===== src/rtl/haar_feature_eval.sv =====
// Haar-feature evaluator: fetches the integral-image corners of one feature window,
// forms the signed feature score and compares it against an adjustable threshold.
module haar_feature_eval #(
  parameter int II_WIDTH   = 160,
  parameter int II_HEIGHT  = 120,
  parameter int ADDR_W     = 15,
  parameter int DATA_W     = 21,
  parameter int RD_LATENCY = 3,
  parameter int SCORE_W    = DATA_W + 3,
  parameter int THR_INIT   = 0,
  parameter int THR_STEP   = 100,
  parameter int THR_MAX    = 288000
) (
  input  logic                      clk,
  input  logic                      rst,
  input  logic                      start,
  input  logic [1:0]                mode,
  input  logic [7:0]                win_x,
  input  logic [6:0]                win_y,
  input  logic [5:0]                cell_w,
  input  logic [5:0]                cell_h,
  input  logic                      increment_threshold,
  input  logic                      decrement_threshold,
  output logic                      rd_en,
  output logic [ADDR_W-1:0]         rd_addr,
  input  logic [DATA_W-1:0]         data_in,
  output logic                      ready,
  output logic                      done,
  output logic                      detected,
  output logic                      range_err,
  output logic signed [SCORE_W-1:0] score,
  output logic signed [SCORE_W-1:0] threshold
);

  localparam int CW = 16;
  localparam logic signed [SCORE_W-1:0] L_STEP = SCORE_W'(THR_STEP);
  localparam logic signed [SCORE_W-1:0] L_MAX  = SCORE_W'(THR_MAX);
  localparam logic signed [SCORE_W-1:0] L_MIN  = -L_MAX;

  typedef enum logic [2:0] {S_IDLE, S_CHECK, S_FETCH, S_DRAIN, S_COMPUTE} state_t;

  state_t                      r_state, w_state_next;
  logic [1:0]                  r_mode;
  logic [7:0]                  r_x0;
  logic [6:0]                  r_y0;
  logic [5:0]                  r_w, r_h;
  logic [1:0]                  r_k;
  logic [3:0]                  r_idx;
  logic [ADDR_W-1:0]           r_row_base, r_col;
  logic [RD_LATENCY-1:0]       r_vld_pipe;
  logic [3:0]                  r_slot_pipe [RD_LATENCY];
  logic [DATA_W-1:0]           r_corner [9];
  logic signed [SCORE_W-1:0]   r_score, r_thr;
  logic                        r_done, r_detected, r_range_err;

  logic                        w_rd_en, w_ready;
  logic [2:0]                  w_ncols, w_nrows;
  logic [3:0]                  w_n;
  logic [CW-1:0]               w_max_col, w_max_row;
  logic                        w_range_bad, w_last_fetch, w_last_capture;
  logic signed [SCORE_W-1:0]   w_c [9];
  logic signed [SCORE_W-1:0]   w_score, w_thr_up, w_thr_dn;

  function automatic logic signed [SCORE_W-1:0] rect(
    input logic signed [SCORE_W-1:0] tl, tr, bl, br);
    return br - tr - bl + tl;
  endfunction

  // Corner grid shape per feature mode
  always_comb begin
    w_ncols = 3'd3;
    w_nrows = 3'd2;
    case (r_mode)
      2'd1:    begin w_ncols = 3'd2; w_nrows = 3'd3; end
      2'd2:    w_ncols = 3'd4;
      2'd3:    w_nrows = 3'd3;
      default: ;
    endcase
  end

  assign w_n         = {1'b0, w_ncols} * {1'b0, w_nrows};
  assign w_max_col   = CW'(r_x0) + CW'(w_ncols - 3'd1) * CW'(r_w);
  assign w_max_row   = CW'(r_y0) + CW'(w_nrows - 3'd1) * CW'(r_h);
  assign w_range_bad = (r_w == 6'd0) || (r_h == 6'd0) ||
                       (w_max_col > CW'(II_WIDTH - 1)) || (w_max_row > CW'(II_HEIGHT - 1));
  assign w_last_fetch   = (r_idx == w_n - 4'd1);
  assign w_last_capture = r_vld_pipe[RD_LATENCY-1] && (r_slot_pipe[RD_LATENCY-1] == w_n - 4'd1);

  genvar gi;
  generate
    for (gi = 0; gi < 9; gi++) begin : g_corner_ext
      assign w_c[gi] = {{(SCORE_W-DATA_W){1'b0}}, r_corner[gi]};
    end
  endgenerate

  // Slots are row-major: index = m*ncols + k
  always_comb begin
    w_score = '0;
    case (r_mode)
      2'd0: w_score = rect(w_c[0], w_c[1], w_c[3], w_c[4]) - rect(w_c[1], w_c[2], w_c[4], w_c[5]);
      2'd1: w_score = rect(w_c[0], w_c[1], w_c[2], w_c[3]) - rect(w_c[2], w_c[3], w_c[4], w_c[5]);
      2'd2: w_score = rect(w_c[0], w_c[1], w_c[4], w_c[5])
                    - rect(w_c[1], w_c[2], w_c[5], w_c[6]) - rect(w_c[1], w_c[2], w_c[5], w_c[6])
                    + rect(w_c[2], w_c[3], w_c[6], w_c[7]);
      default: w_score = rect(w_c[0], w_c[1], w_c[3], w_c[4]) + rect(w_c[4], w_c[5], w_c[7], w_c[8])
                       - rect(w_c[1], w_c[2], w_c[4], w_c[5]) - rect(w_c[3], w_c[4], w_c[6], w_c[7]);
    endcase
  end

  assign w_thr_up = r_thr + L_STEP;
  assign w_thr_dn = r_thr - L_STEP;

  always_ff @(posedge clk) begin
    if (rst) r_state <= S_IDLE;
    else     r_state <= w_state_next;
  end

  always_comb begin
    w_state_next = r_state;
    case (r_state)
      S_IDLE:    if (start) w_state_next = S_CHECK;
      S_CHECK:   w_state_next = w_range_bad ? S_IDLE : S_FETCH;
      S_FETCH:   if (w_last_fetch) w_state_next = S_DRAIN;
      S_DRAIN:   if (w_last_capture) w_state_next = S_COMPUTE;
      S_COMPUTE: w_state_next = S_IDLE;
      default:   w_state_next = S_IDLE;
    endcase
  end

  always_comb begin
    w_rd_en = 1'b0;
    w_ready = 1'b0;
    case (r_state)
      S_IDLE:  w_ready = 1'b1;
      S_FETCH: w_rd_en = 1'b1;
      default: ;
    endcase
  end

  always_ff @(posedge clk) begin
    if (rst) begin
      r_mode <= '0; r_x0 <= '0; r_y0 <= '0; r_w <= '0; r_h <= '0;
      r_k <= '0; r_idx <= '0; r_row_base <= '0; r_col <= '0;
      r_score <= '0; r_thr <= SCORE_W'(THR_INIT);
      r_done <= 1'b0; r_detected <= 1'b0; r_range_err <= 1'b0;
    end else begin
      r_done <= 1'b0;
      case (r_state)
        S_IDLE: begin
          if (start) begin
            r_mode <= mode; r_x0 <= win_x; r_y0 <= win_y; r_w <= cell_w; r_h <= cell_h;
          end
          if (increment_threshold && !decrement_threshold && (w_thr_up < L_MAX))
            r_thr <= w_thr_up;
          else if (decrement_threshold && !increment_threshold && (w_thr_dn > L_MIN))
            r_thr <= w_thr_dn;
        end
        S_CHECK: begin
          r_row_base <= ADDR_W'(r_y0) * ADDR_W'(II_WIDTH);
          r_col      <= ADDR_W'(r_x0);
          r_k        <= '0;
          r_idx      <= '0;
          if (w_range_bad) begin
            r_done <= 1'b1; r_range_err <= 1'b1; r_detected <= 1'b0; r_score <= '0;
          end
        end
        S_FETCH: begin
          r_idx <= r_idx + 4'd1;
          if ({1'b0, r_k} == w_ncols - 3'd1) begin
            r_k        <= '0;
            r_col      <= ADDR_W'(r_x0);
            r_row_base <= r_row_base + ADDR_W'(r_h) * ADDR_W'(II_WIDTH);
          end else begin
            r_k   <= r_k + 2'd1;
            r_col <= r_col + ADDR_W'(r_w);
          end
        end
        S_COMPUTE: begin
          r_score     <= w_score;
          r_detected  <= (w_score > r_thr);
          r_range_err <= 1'b0;
          r_done      <= 1'b1;
        end
        default: ;
      endcase
    end
  end

  // Read-return tracking; reset drops anything still in flight
  always_ff @(posedge clk) begin
    if (rst) begin
      r_vld_pipe <= '0;
      for (int i = 0; i < RD_LATENCY; i++) r_slot_pipe[i] <= '0;
    end else begin
      r_vld_pipe     <= {r_vld_pipe[RD_LATENCY-1:0], w_rd_en} >> 0;
      r_slot_pipe[0] <= r_idx;
      for (int i = 1; i < RD_LATENCY; i++) r_slot_pipe[i] <= r_slot_pipe[i-1];
    end
  end

  always_ff @(posedge clk) begin
    for (int i = 0; i < 9; i++)
      if (r_vld_pipe[RD_LATENCY-1] && (r_slot_pipe[RD_LATENCY-1] == 4'(i)))
        r_corner[i] <= data_in;
  end

  assign rd_en     = w_rd_en;
  assign rd_addr   = r_row_base + r_col;
  assign ready     = w_ready;
  assign done      = r_done;
  assign detected  = r_detected;
  assign range_err = r_range_err;
  assign score     = r_score;
  assign threshold = r_thr;

endmodule

===== config.mk =====
export PLATFORM = sky130hd
export DESIGN_NAME = haar_feature_eval
export DESIGN_NICKNAME = d
export VERILOG_FILES = /design/src/rtl/haar_feature_eval.sv
export SDC_FILE = /design/constraint.sdc
export NUM_CORES = 2
export LEC_CHECK = 0
export ABC_AREA = 1
export BUFFER_PORTS_ARGS = -buffer_cell sky130_fd_sc_hd__buf_2
export CORE_UTILIZATION = 40
export DETAILED_ROUTE_END_ITERATION = 7
export SLEW_MARGIN = 20
export SYNTH_ARGS = -nofsm -noshare
export SYNTH_HDL_FRONTEND = slang
export SYNTH_SLANG_ARGS = --single-unit

===== constraint.sdc =====
create_clock -name clk -period 10.2 [get_ports clk]
set_clock_uncertainty 0.05 [all_clocks]
set_input_delay 0.51 -clock clk [delete_from_list [all_inputs] [get_ports clk]]
set_output_delay 0.51 -clock clk [all_outputs]
set_load 0.005 [all_outputs]

==> reports/results.txt <==
In this run the most used layer during global routing was met2. The count of different cell masters after synthesis is 60, and the initial antenna violation count is 2. Global routing consumed, on the met2 layer, 47.4% of the routing resources. The first global-routing pass estimated 241 mm of wire. Dividing total power by cell area gives a power density of 123 nW/um2. After filler insertion, the fill cell instance count of the layout stands at 10.3k. The count of yosys warnings during synthesis is 0.

The logs give 38.0k for the number of global-route vias before repair and 43 for the number of buffers created by CTS. Cell chosen for the clock root: clkbuf_16. The detailed router placed 38.5k vias in this run. The first routing iteration left 3664 violations. Timing would allow up to 0.102 GHz. The critical path's slowest cell is fa_1. Setup violations remaining at the end of the flow were counted as 0.

For the global routing met3 resource utilization, the log shows 3.95%. TritonCTS built the clock tree. The critical path contains buffers and inverters numbering 8 combined.

Counting instances, the worst hold path has a depth of 3. The logic depth of the worst register-to-register path is 47, and the detailed-route vias per instance is 5.29. The net count of the finished layout is 6828. The worst slew slack as a fraction of its limit is 28.7%.

For this design the top-level I/O count stands at 123. Along the worst path, the maximum fanout reaches 4. The number of hold buffers added after CTS is 0.

The number of max-slew violations in the final report was 0; the H-tree depth was 2. The maximum resistive drop on vdd is 0.139 mV, and the final hold slack is 0.116 ns. The initialized floorplan defines 118 standard-cell rows.

The core region is 104000 um2. Sequential elements use 19.5% of the synthesized area. Grouping stages by cell kind, the critical path spends the most delay in adder cells. The clock-pin slew on the worst setup and hold paths came out at 0.07 ns. The worst setup path is of the register to register kind. At the worst endpoint, the arrival time is 10.19 ns. The run finished with clean final reports.

After synthesis the netlist holds a flip-flop and latch count of 316. The cell count after placement was 7184; the final wirelength was 163 mm. Among all flip-flop cells after synthesis, the most frequent one is edfxtp_1. No sink is reached through more buffers than the 3 on the longest clock path.

For the summed negative setup slack over all endpoints, the log shows 0 ns. Count of nets left with antenna violations after detail routing: 0. The fraction of met1 tracks used by global routing was 41.0%; the count of port buffers added during placement was 120.

After detailed routing, the number of remaining DRC violations is 0. For this design the static power due to leakage is 24.4 nW. The share of flip-flops with an asynchronous set or reset after synthesis is 0%. On the worst path, the slowest cell contributes a delay of 0.57 ns. A synthesized cell averages 7.95 um2. Registers take 8220 um2. Clock latency on the worst-skew pair, taken at its later pin, is 0.64 ns. The floorplan step defined a die boundary enclosing 107000 um2. Summed over all nets, the half-perimeter wirelength after detailed placement is 139 mm. Global-route congestion overflow total: 0.

CTS saw 316 sinks. Entering global routing, the biggest net connects 51 pins. In this run the number of cells on the critical path is 47. Of the available clock period, the critical path in the final layout requires 95.8%. In the final layout, the share of cells above drive strength 1 is 13.9%.

The die height was 327 um; the non-filler instance count after layout was 7273. For the pin with the worst max-slew slack, the measured transition is 1.06 ns. The worst setup path is launched from a register. The area growth from synthesis to layout is 17.8%. The element type at the critical path end was a register. The most prevalent standard cell on the critical path was nand2_1. The global routing usage summed across all routing layers was 30.4%.

The initial utilization of the core area, before any placement, comes to 40.6%. The number of antenna cells inserted is 0. Counting flops with a built-in enable in the synthesized netlist gives 189. Counting I/O delays and the setup requirement, the final critical path takes 9.77 ns. For the placer's final routability congestion estimate, the log shows 1.04. Summing all multi-input logic gate instances after layout gives 30600 um2. The class of the tightest hold or removal check was input port to register. The floorplan step set the die width to 327 um.

The tools report the number of cells produced by synthesis as 5315. Max-cap violations in this run came to 0. The first-pass iteration count of the detailed router came out at 6.

At the worst endpoint, the required time is 10.62 ns. The average wire per cell in the routed design works out to 22.4 um. The netlist area before placement is 42200 um2.

For the hold violation total from the final report, the log shows 0.
sequential cells by signal, indices dropped and copies added, names as in the netlist:
register	flops
r_vld_pipe	3
r_row_base	10
threshold	22
r_k	2
r_corner	189
r_col	15
r_mode	2
detected	1
r_w	6
r_slot_pipe	12
r_h	6
r_x0	8
r_state	3
r_y0	7
score	24
r_idx	4
range_err	1
done	1
cell usage after synthesis (all sizes together), types with 3 or more instances:
library cell / number / area [um2]
a211oi: 15 / 113
a21boi: 19 / 143
a21o: 23 / 173
a21oi: 506 / 2540
a31o: 4 / 35.0
a31oi: 45 / 282
and2: 7 / 43.8
buf: 26 / 161
clkbuf: 45 / 169
dfxtp: 127 / 2540
edfxtp: 189 / 5680
fa: 424 / 8490
ha: 487 / 6090
inv: 1010 / 3790
nand2: 970 / 3660
nand3: 298 / 1530
nand3b: 19 / 143
nand4: 60 / 375
nor2: 302 / 1160
nor3: 48 / 245
nor3b: 4 / 30.0
nor4: 19 / 119
o2111ai: 4 / 35.0
o211a: 3 / 30.0
o211ai: 14 / 105
o21a: 9 / 67.6
o21ai: 263 / 1320
o21bai: 32 / 240
o221ai: 10 / 87.6
o31ai: 10 / 75.1
or2: 20 / 125
xnor2: 114 / 998
xor2: 172 / 1510
tightest hold or removal path, cell delays in order:
cell,delay [ns]
buf_2,0.09
nand3_1,0.07
a21oi_1,0.06
where the power goes:
| part | switching [mW] | leakage (nW) | total [mW] | internal, mW |
|---|---|---|---|---|
| combinational | 1.84 | 21.0 | 2.87 | 1.03 |
| clock | 0.672 | 0.702 | 1.60 | 0.928 |
| sequential | 0.183 | 2.73 | 1.65 | 1.46 |
| total | 2.70 | 24.4 | 6.12 | 3.42 |
per-layer routing:
layer / routed length, um / up-vias
met5: 0 / -
li1: - / 18398
met1: 70600 / 18298
met2: 70900 / 1474
met3: 10600 / 315
met4: 10500 / 0
placed cells by master (no fill, tap or decap), drive strengths merged, types with 19 or more instances in the layout:
| cell | synthesis | routed |
|---|---|---|
| nor3 | 48 | 48 |
| buf | 26 | 570 |
| nand4 | 60 | 60 |
| nand2 | 970 | 970 |
| a21boi | 19 | 19 |
| nand3b | 19 | 19 |
| edfxtp | 189 | 189 |
| a31oi | 45 | 45 |
| a21oi | 506 | 506 |
| inv | 1010 | 1012 |
| ha | 487 | 487 |
| clkbuf | 45 | 52 |
| fa | 424 | 424 |
| xnor2 | 114 | 114 |
| a21o | 23 | 23 |
| xor2 | 172 | 172 |
| nor2 | 302 | 302 |
| o21ai | 263 | 263 |
| nor4 | 19 | 19 |
| dfxtp | 127 | 127 |
| nand3 | 298 | 298 |
| o21bai | 32 | 32 |
| or2 | 20 | 20 |
stage by stage:
stage | total power [mW] | worst slack [ns] | util, % | cell area [um2]
after global routing | 6.56 | -0.0278 | 47.8 | 49800
after global placement | 4.44 | -0.748 | 45.7 | 47600
after floorplan | 3.54 | 1.01 | - | 42200
after CTS | 6.10 | 0.00432 | 47.2 | 49100
after detailed placement | 4.46 | -0.958 | 45.7 | 47600
final | 6.12 | 0.426 | 47.8 | 49800
logic make-up after synthesis:
logic type                 share of synthesized area, %
adders and majority gates                          34.5
buffers and inverters                              9.78
DFF                                                19.5
xor gates and xnor gates                           5.93
AOI/OAI and AO/OA                                  12.6
other                                            0.0178
and+or+nand+nor                                    17.6
final timing paths:
kind         slack [ns]                       endpoint                    startpoint
max                0.43          detected$_SDFFE_PP0P_     r_corner[0][42]$_DFFE_PP_
min                0.12           r_y0[0]$_SDFFE_PP0P_                      win_y[0]
max reg2reg        0.43          detected$_SDFFE_PP0P_     r_corner[0][42]$_DFFE_PP_
min reg2reg        0.35  r_slot_pipe[0][11]$_SDFF_PP0_  r_slot_pipe[0][7]$_SDFF_PP0_
cell type report:
class | instances | share of cell area [%]
inverters | 1012 | 7.63
flip-flops and latches | 316 | 16.5
clock inverters | 24 | 0.503
clock buffers | 52 | 2.38
multi-input cells | 3919 | 61.5
repair buffers | 570 | 8.02
well taps | 1380 | 3.47
timing repair:
action,in CTS,in global routing
setup buffers,1,12
pin swaps,3,29
setup endpoints to repair,1,1
gates resized for setup,26,138
endpoints found under the hold margin,0,0
(Power assumes the default switching activity.)
